[config.mk]
export PLATFORM = sky130hd
export DESIGN_NAME = mul_share_arbiter
export DESIGN_NICKNAME = d
export VERILOG_FILES = /design/src/rtl/mul_share_arbiter_pkg.sv /design/src/rtl/mul_tag_pipe.sv /design/src/rtl/mul_share_arbiter.sv
export SDC_FILE = /design/constraint.sdc
export NUM_CORES = 1
export LEC_CHECK = 0
export ABC_CLOCK_PERIOD_IN_PS = 2060
export BUFFER_PORTS_ARGS = -buffer_cell sky130_fd_sc_hd__buf_2
export CAP_MARGIN = 10
export CORE_MARGIN = 1
export CORE_UTILIZATION = 30
export CTS_BUF_LIST = sky130_fd_sc_hd__clkbuf_16
export CTS_CLUSTER_SIZE = 25
export DETAILED_ROUTE_END_ITERATION = 10
export PLACE_DENSITY_LB_ADDON = 0.15
export SETUP_SLACK_MARGIN = 0.5
export SLEW_MARGIN = 10
export SYNTH_ARGS = -nofsm -noshare
export SYNTH_HDL_FRONTEND = slang
export SYNTH_SLANG_ARGS = --single-unit
[constraint.sdc]
create_clock -name CLK -period 2.06 [get_ports CLK]
set_clock_uncertainty 0.2 [all_clocks]
set_input_delay 0.206 -clock CLK [delete_from_list [all_inputs] [get_ports CLK]]
set_output_delay 0.206 -clock CLK [all_outputs]
set_load 0.05 [all_outputs]
[src/rtl/mul_share_arbiter_pkg.sv]
// rtl/mul_share_arbiter_pkg.sv - shared types and constants for the multiplier-sharing arbiter
package mul_share_arbiter_pkg;

    localparam int MAX_LAT    = 7;
    // Holds 0..MAX_LAT+1 outstanding operations.
    localparam int INFLIGHT_W = $clog2(MAX_LAT + 2);

    typedef enum logic {
        REQ0 = 1'b0,
        REQ1 = 1'b1
    } req_id_e;

    typedef struct packed {
        logic    valid;
        req_id_e id;
    } mul_tag_t;

endpackage

[src/rtl/mul_tag_pipe.sv]
// rtl/mul_tag_pipe.sv - fixed-depth shift register carrying requester tags beside the multiplier
module mul_tag_pipe
    import mul_share_arbiter_pkg::*;
#(
    parameter int DEPTH = 1
) (
    input  logic     clk_i,
    input  logic     rst_i,
    input  mul_tag_t tag_i,
    output mul_tag_t tag_o
);

    mul_tag_t [DEPTH-1:0] stage_q;

    always_ff @(posedge clk_i or posedge rst_i) begin
        if (rst_i) begin
            stage_q <= '0;
        end else begin
            stage_q[0] <= tag_i;
            for (int i = 1; i < DEPTH; i++) begin
                stage_q[i] <= stage_q[i-1];
            end
        end
    end

    assign tag_o = stage_q[DEPTH-1];

endmodule

[src/rtl/mul_share_arbiter.sv]
// rtl/mul_share_arbiter.sv - round-robin sharing of one multiplier_array between two requesters
module mul_share_arbiter
    import mul_share_arbiter_pkg::*;
#(
    parameter int bw  = 4,
    parameter int LAT = 0
) (
    input  logic                  CLK,
    input  logic                  RESET,
    input  logic                  req0_valid,
    output logic                  req0_ready,
    input  logic [bw-1:0]         req0_a,
    input  logic [bw-1:0]         req0_b,
    input  logic                  req1_valid,
    output logic                  req1_ready,
    input  logic [bw-1:0]         req1_a,
    input  logic [bw-1:0]         req1_b,
    output logic [bw-1:0]         mul_a,
    output logic [bw-1:0]         mul_b,
    input  logic [2*bw-1:0]       mul_out,
    output logic                  rsp0_valid,
    output logic [2*bw-1:0]       rsp0_data,
    output logic                  rsp1_valid,
    output logic [2*bw-1:0]       rsp1_data,
    output logic [INFLIGHT_W-1:0] inflight
);

    logic                  grant0;
    logic                  grant1;
    logic                  accept;
    logic                  ret;
    mul_tag_t              tag_in;
    mul_tag_t              tag_last;

    req_id_e               rr_q, rr_d;
    logic [bw-1:0]         mul_a_q, mul_a_d;
    logic [bw-1:0]         mul_b_q, mul_b_d;
    logic                  rsp0_valid_q, rsp0_valid_d;
    logic [2*bw-1:0]       rsp0_data_q, rsp0_data_d;
    logic                  rsp1_valid_q, rsp1_valid_d;
    logic [2*bw-1:0]       rsp1_data_q, rsp1_data_d;
    logic [INFLIGHT_W-1:0] inflight_q, inflight_d;

    // rr holds the last winner; the other requester wins the next tie.
    assign grant0 = req0_valid & (~req1_valid | (rr_q == REQ1));
    assign grant1 = req1_valid & (~req0_valid | (rr_q == REQ0));
    assign accept = grant0 | grant1;

    assign tag_in.valid = accept;
    assign tag_in.id    = grant1 ? REQ1 : REQ0;

    mul_tag_pipe #(
        .DEPTH (LAT + 1)
    ) u_tag_pipe (
        .clk_i (CLK),
        .rst_i (RESET),
        .tag_i (tag_in),
        .tag_o (tag_last)
    );

    assign ret = tag_last.valid;

    always_comb begin
        rr_d    = rr_q;
        mul_a_d = mul_a_q;
        mul_b_d = mul_b_q;
        if (grant0) begin
            rr_d    = REQ0;
            mul_a_d = req0_a;
            mul_b_d = req0_b;
        end else if (grant1) begin
            rr_d    = REQ1;
            mul_a_d = req1_a;
            mul_b_d = req1_b;
        end
    end

    always_comb begin
        rsp0_valid_d = ret & (tag_last.id == REQ0);
        rsp1_valid_d = ret & (tag_last.id == REQ1);
        rsp0_data_d  = rsp0_valid_d ? mul_out : rsp0_data_q;
        rsp1_data_d  = rsp1_valid_d ? mul_out : rsp1_data_q;
    end

    always_comb begin
        inflight_d = inflight_q;
        if (accept && !ret) begin
            inflight_d = inflight_q + 1'b1;
        end else if (!accept && ret) begin
            inflight_d = inflight_q - 1'b1;
        end
    end

    always_ff @(posedge CLK or posedge RESET) begin
        if (RESET) begin
            rr_q         <= REQ1;
            mul_a_q      <= '0;
            mul_b_q      <= '0;
            rsp0_valid_q <= 1'b0;
            rsp0_data_q  <= '0;
            rsp1_valid_q <= 1'b0;
            rsp1_data_q  <= '0;
            inflight_q   <= '0;
        end else begin
            rr_q         <= rr_d;
            mul_a_q      <= mul_a_d;
            mul_b_q      <= mul_b_d;
            rsp0_valid_q <= rsp0_valid_d;
            rsp0_data_q  <= rsp0_data_d;
            rsp1_valid_q <= rsp1_valid_d;
            rsp1_data_q  <= rsp1_data_d;
            inflight_q   <= inflight_d;
        end
    end

    assign req0_ready = grant0;
    assign req1_ready = grant1;
    assign mul_a      = mul_a_q;
    assign mul_b      = mul_b_q;
    assign rsp0_valid = rsp0_valid_q;
    assign rsp0_data  = rsp0_data_q;
    assign rsp1_valid = rsp1_valid_q;
    assign rsp1_data  = rsp1_data_q;
    assign inflight   = inflight_q;

endmodule

==> results.yml, run 1 <==
power:
  powerDensity_nw_per_um2: 1146
  max-vdd-ir-drop_uv: 538.4
  p_leak_nw: 1.100
  p_int_w: 0.001598
  switching_share_pct: 39.36
  switching_power_w: 0.001037
  power_frac_comb_pct: 41.3
  p_seq_share_pct: 33.1
  p_clk_share_pct: 25.6
logic_synthesis:
  synth_compound_area_share_pct: 10.83
  synth_top_family_by_area: "multiplexers"
  synth_mux_area_share_pct: 19.26
  synth_xor_area_share_pct: 1.157
  yosysWarnings: 0
  synthDistinctLibCells: 29
  ys_seq_area_share_pct: 54.63
  syn-cell-area_um2: 1514
  synth_simple_gate_area_share_pct: 4.711
  ys_ff_latch: 33
  synth_area_per_cell_um2: 12.51
  syn_nets: 153
  yosysTopAreaCell: "dfrtp_1"
  synth_fa_ha_area_share_pct: 3.802
  synth_area_leaders: "dfrtp_1, mux2_2, inv_1"
  synthCells: 121
  synth_top_area_share_pct: 52.89
final_layout:
  fillCellCount: 430
  syn2layout_area_growth_pct: 51.90
  drive_gt1_share_pct: 55.56
  fin_util_pct: 48.05
  post-route-cell-area_um2: 2300
  num_antenna_cells: 0
  num-nets-final: 239
detailed_routing:
  vias: 1262
  viasPerCell: 4.606
  drt_pre_antenna_iters: 4
  drt_wl_total_um: 3510
  drcViolationCount: 0
  antenna_left: 0
  wire_per_inst_um: 12.81
  drtIter0Drc: 19
critical_path:
  cp-startpoint: "u_tag_pipe.tag_o[1]$_DFF_PP0_"
  path_max_fanout: 4
  path_buf_inv: 2
  cpMostUsedCell: "ha_4"
  crit_path_max_incr_delay_ns: 0.41
  ff2ff_path_depth: 7
  r2r_end: "inflight[3]$_DFFE_PP0P_"
  required_ns: 2.01
  critPathCaptureType: "register"
  worst-setup-path-type: "reg -> reg"
  r2r_start: "u_tag_pipe.tag_o[1]$_DFF_PP0_"
  startpoint_type: "register"
  cp.arrival_ns: 1.77
  regToRegSetupSlack_ns: 0.23
  path_depth: 7
  crit_chain: "inv_2 -> ha_4 -> inv_4 -> ha_4 -> or4_4 -> nand3_2 -> o221ai_2"
  slowest_stage: "or4_4"
  crit_end: "inflight[3]$_DFFE_PP0P_"
  critPathTopFamily: "simple AND/OR/NAND/NOR gates"
sta:
  final_hold_viol_count: 0
  worst_slack_ns: 0.2331
  rsz0062_at_grt: "true"
  setup_viol: 0
  min_period_ns: 1.827
  fmax_mhz: 547.4
  worst_slew_pin_slew_ns: 0.4210
  period_share_pct: 88.68
  finalSetupTns_ns: 0
  slew_violations: 0
  whs_ns: 0.005131
  slew_headroom_pct: 71.93
clock_network:
  cts_tree: "done"
  clk_latency_ns: 0.27
  clock-sinks: 33
  cts.clk_slew.worst_paths_ns: 0.05
  clk_path_buf_depth: 2
  h-tree-depth: 2
  numCtsBuffers: 5
  root_buffer: "clkbuf_16"
place:
  dp_hpwl_um: 2358
  placed_cell_area_um2: 1921
  routabilityCongestion: 0.6710
  port_buffers: 59
  preCtsSetupSlack_ns: 0.08671
flow_run:
  cap_violations: 0
floorplanning:
  die_w_um: 73.04
  initial_utilization_pct: 31.63
  dieHeight_um: 73.04
  dieArea_um2: 5335
  ioPinCount: 60
  rows: 25
  core_area_um2: 4786
global_route:
  grt_pass1_wl_um: 5796
  use_met2_pct: 24.59
  grt_use_met3_pct: 4.006
  grt_busiest_layer: "met2"
  grt_max_degree: 34
  grt_antenna_before_repair: 0
  grt_pass1_vias: 1234
  grt.total_usage_pct: 14.47
  use_met1_pct: 16.68
  grt-ovfl-total: 0
status:
  outcome: "finished clean"
min_path:
  hold_depth: 3
  hold_path.class: "in -> reg"
[worst min-delay path by stage]
| stage | start | to | slack (ns) |
|---|---|---|---|
| 6_report | req0_b[1] | mul_b[1]$_DFFE_PP0N_ | 0.005 |
| 5_1_grt | req0_a[0] | mul_a[0]$_DFFE_PP0N_ | 0.01 |
| 4_1_cts | req0_a[0] | mul_a[0]$_DFFE_PP0N_ | 0.0002 |
| 3_5_place_dp | RESET | inflight[1]$_DFFE_PP0P_ | 0.12 |
| 3_3_place_gp | RESET | inflight[1]$_DFFE_PP0P_ | 0.12 |
| 2_1_floorplan | RESET | inflight[0]$_DFFE_PP0P_ | 0.13 |
[layout by cell type (no fill, tap or decap), types with 2 or more instances in the layout]
master | Yosys | final
buf_2 | 2 | 57
dfrtp_1 | 32 | 32
mux2_2 | 25 | 24
dlygate4sd3_1 | 0 | 14
inv_1 | 14 | 12
buf_4 | 0 | 12
o22ai_1 | 8 | 8
a31oi_1 | 8 | 8
clkbuf_16 | 0 | 5
a21oi_1 | 2 | 2
or3_1 | 2 | 2
nand3b_1 | 2 | 2
inv_4 | 0 | 2
nand2_1 | 2 | 2
xnor2_1 | 2 | 2
ha_4 | 0 | 2
[synth_stat cells]
cell type / instances
a211o_1: 1
a21bo_2: 1
a21boi_0: 1
a21o_1: 1
a21oi_1: 2
a31oi_1: 8
buf_2: 2
buf_6: 1
clkbuf_1: 3
dfrtp_1: 32
dfstp_2: 1
fa_1: 1
ha_1: 3
inv_1: 14
mux2_2: 25
mux2i_1: 1
nand2_1: 2
nand3_1: 1
nand3b_1: 2
nor2_1: 1
nor2_2: 1
o21ai_0: 1
o221ai_2: 1
o22ai_1: 8
or2_2: 1
or3_1: 2
or3_2: 1
or4_1: 1
xnor2_1: 2
[repair_timing]
action,4_1_cts,5_1_grt
endpoints found under the hold margin,53,0
endpoints found under the setup margin,5,13
hold buffers,14,0
buffers inserted,5,4
resized for setup,5,8
gates cloned,0,0
pin swaps,4,2
[cell type report]
type                    instances  area [µm²]  area share (%)
repair buffers                 85       541.8           23.56
inverters                      14       57.56           2.503
clock inverters                 2       7.507          0.3264
clock buffers                   5       125.1           5.441
flip-flops and latches         33       827.0           35.96
multi-input cells              68       656.9           28.56
well taps                      67       83.83           3.645
[layer usage]
metal	up-vias	wire, µm
met2	31	1803
met1	622	1499
met5	-	0
met3	4	162
li1	605	-
met4	0	44
[worst reg2reg max path: cells and delay by family, from the launching register on]
kind / cells / cell delay [ns]
AOI/OAI and AO/OA: 1 / 0.10
adders and majority gates: 2 / 0.37
buffers and inverters: 2 / 0.13
DFF: 1 / 0.39
and+or+nand+nor: 2 / 0.50
[power groups by stage]
| stage | logic [W] | clock network, W | registers (W) |
|---|---|---|---|
| detailed placement | 0.00101 | 0 | 0.000886 |
| floorplan | 0.000373 | 0 | 0.00129 |
| finish | 0.00109 | 0.000675 | 0.000872 |
| global placement | 0.000990 | 0 | 0.000882 |
| CTS | 0.00107 | 0.000694 | 0.000872 |
| global route | 0.00116 | 0.000732 | 0.000895 |
[registers in the layout (all words and copies together) (netlist names)]
| name | flops |
|---|---|
| rsp1_valid | 1 |
| inflight | 4 |
| rsp1_data | 8 |
| rsp0_data | 8 |
| u_tag_pipe.tag_o | 2 |
| mul_b | 4 |
| rsp0_valid | 1 |
| rr_q | 1 |
| mul_a | 4 |
[stage by stage]
step           cells  power, W
2_1_floorplan    121  0.001664
3_5_place_dp     244  0.001898
3_3_place_gp     244  0.001872
5_1_grt          274  0.002786
4_1_cts          270  0.002641
6_report         274  0.002635
[cell families after synthesis]
group,after synthesis
flops,33
buf+inv,20
compound gates,24
fa+ha+maj,4
xor+xnor,2
mux,26
simple gates,12
Power figures use the tool's default switching activity.
==> run 2, diff against run 1 <==
--- a/config.mk
+++ b/config.mk
@@ -14,6 +14,7 @@
 export CTS_CLUSTER_SIZE = 25
 export DETAILED_ROUTE_END_ITERATION = 10
 export PLACE_DENSITY_LB_ADDON = 0.15
+export REMOVE_ABC_BUFFERS = 1
 export SETUP_SLACK_MARGIN = 0.5
 export SLEW_MARGIN = 10
 export SYNTH_ARGS = -nofsm -noshare
==> run 2 against run 1 <==
Flip-flop and latch count stayed put. Global-route usage up 1.1 points. Clock-buffer cell count did not move.
==> results.yml, run 2 (synthesis results as in run 1) <==
place:
  placed_cell_area_um2: 1926
  port_buffers: 59
  routabilityCongestion: 0.8322
  preCtsSetupSlack_ns: -0.08851
  dp_hpwl_um: 2559
  placedCellCount: 248
critical_path:
  crit_path_max_incr_delay_ns: 0.48
  path_max_fanout: 5
  required_ns: 2.01
  r2r_end: "inflight[3]$_DFFE_PP0P_"
  critPathTopFamily: "simple AND/OR/NAND/NOR gates"
  path_depth: 7
  cpMostUsedCell: "ha_4"
  critPathCaptureType: "register"
  crit_chain: "inv_2 -> ha_4 -> inv_4 -> ha_4 -> or4_4 -> nand3_2 -> o221ai_2"
  slowest_stage: "or4_4"
  regToRegSetupSlack_ns: 0.28
  path_buf_inv: 2
  r2r_start: "u_tag_pipe.tag_o[1]$_DFF_PP0_"
  ff2ff_path_depth: 7
  worst-setup-path-type: "reg -> reg"
  startpoint_type: "register"
  cp.arrival_ns: 1.73
floorplanning:
  dieHeight_um: 73.04
  initial_utilization_pct: 31.63
  die_w_um: 73.04
  core_area_um2: 4786
  rows: 25
  dieArea_um2: 5335
  ioPinCount: 60
sta:
  period_share_pct: 86.26
  setup_viol: 0
  fmax_mhz: 562.8
  min_period_ns: 1.777
  slew_violations: 0
  slew_headroom_pct: 64.71
  worst_slack_ns: 0.2831
  rsz0062_at_grt: "true"
  worst_slew_pin_slew_ns: 0.5287
  final_hold_viol_count: 0
global_route:
  grt_pass1_vias: 1322
  grt-ovfl-total: 0
  grt_max_degree: 23
  grt_pass1_wl_um: 6134
  grt_antenna_before_repair: 0
  grt.total_usage_pct: 15.57
final_layout:
  drive_gt1_share_pct: 57.97
  num_antenna_cells: 0
  post-route-cell-area_um2: 2312
  final_cell_mix: "buf_2, dfrtp_1, mux2_2"
  stdcell_count: 274
  num-nets-final: 238
  syn2layout_area_growth_pct: 52.73
  layout_commonest_cell: "buf_2"
power:
  p_seq_share_pct: 32.6
  p_int_w: 0.001612
  power_frac_comb_pct: 40.8
  powerDensity_nw_per_um2: 1161
  switching_power_w: 0.001073
  p_leak_nw: 1.098
  p_clk_share_pct: 26.5
  switching_share_pct: 39.96
  max-vdd-ir-drop_uv: 444.6
min_path:
  hold_end: "mul_b[0]$_DFFE_PP0N_"
  hold_path.class: "in -> reg"
  min_from: "req0_b[0]"
  hold_depth: 3
clock_network:
  h-tree-depth: 2
  clk_path_buf_depth: 2
  numCtsBuffers: 5
  clock-sinks: 33
  root_buffer: "clkbuf_16"
  cts_tree: "done"
  clk_latency_ns: 0.28
  cts.clk_slew.worst_paths_ns: 0.05
status:
  outcome: "finished clean"
detailed_routing:
  drtIter0Drc: 36
  drcViolationCount: 0
  drt_wl_total_um: 3643
  antenna_left: 0
  wire_per_inst_um: 13.30
  drt_pre_antenna_iters: 4
  vias: 1269
  viasPerCell: 4.631
flow_run:
  cap_violations: 0
run 2: cell count changes in the layout (fill, tap and decap cells not counted), sizes merged:
cell,delta
clkinvlp,+1
dlygate4sd3,-1
inv,-1
clkinv,+1
run 2: worst reg2reg max path, delay by kind of cell (launching register included):
| kind | cells | cell delay, ns |
|---|---|---|
| adder cells (fa/ha/maj) | 2 | 0.30 |
| buffers and inverters | 2 | 0.12 |
| flip-flops | 1 | 0.38 |
| AO/OA/AOI/OAI | 1 | 0.09 |
| AND/OR/NAND/NOR | 2 | 0.57 |
run 2: final cells by class:
cell class / instances / area, µm²
Inverter: 14 / 57.56
Multi-Input combinational cell: 68 / 656.9
Timing Repair Buffer: 84 / 544.3
Fill cell: 446 / 2474
Sequential cell: 33 / 827.0
Clock buffer: 5 / 125.1
Clock inverter: 3 / 17.52
Tap cell: 67 / 83.83
run 2: worst max path at each step:
stage	from	end	slack [ns]
2_1_floorplan	rr_q$_DFFE_PP1N_	req0_ready	-0.11
3_3_place_gp	req1_valid	inflight[3]$_DFFE_PP0P_	-0.03
3_5_place_dp	req1_valid	inflight[3]$_DFFE_PP0P_	-0.09
4_1_cts	u_tag_pipe.tag_o[1]$_DFF_PP0_	inflight[3]$_DFFE_PP0P_	0.24
5_1_grt	u_tag_pipe.tag_o[1]$_DFF_PP0_	inflight[3]$_DFFE_PP0P_	0.23
6_report	u_tag_pipe.tag_o[1]$_DFF_PP0_	inflight[3]$_DFFE_PP0P_	0.28
run 2: through the flow:
stage / hold WS, ns / power (W) / utilization (%) / setup TNS, ns
floorplan: 0.06049 / 0.001613 / - / -0.1095
global placement: 0.07026 / 0.001852 / 40.24 / -0.02508
detailed placement: 0.07647 / 0.001891 / 40.24 / -0.08851
CTS: 0.0009309 / 0.002695 / 47.58 / 0
global route: 0.01273 / 0.002828 / 48.31 / 0
finish: 0.0006682 / 0.002684 / 48.31 / 0
run 2: repair_timing:
| item | CTS | global route |
|---|---|---|
| endpoints found under the setup margin | 5 | 13 |
| endpoints found under the hold margin | 30 | 0 |
| hold buffers | 13 | 0 |
| pin swaps | 3 | 6 |
| resized for setup | 14 | 9 |
| buffers inserted | 4 | 1 |
run 2: power by group through the flow:
stage          Combinational, W  Sequential (W)  Clock (W)
6_report                0.00110        0.000876   0.000712
4_1_cts                 0.00108        0.000877   0.000734
3_5_place_dp            0.00100        0.000887          0
3_3_place_gp           0.000972        0.000880          0
5_1_grt                 0.00117        0.000899   0.000762
2_1_floorplan          0.000320         0.00129          0
run 2: per-layer routing:
layer  track usage [%]  share of wire (%)  routed length, µm  vias up
li1                  -                  -                  -      608
met1             17.75                 42               1516      606
met2             27.06                 51               1870       49
met3             4.972                5.6                204        6
met4             5.882                1.4                 52        0
met5                 0                  0                  0        -
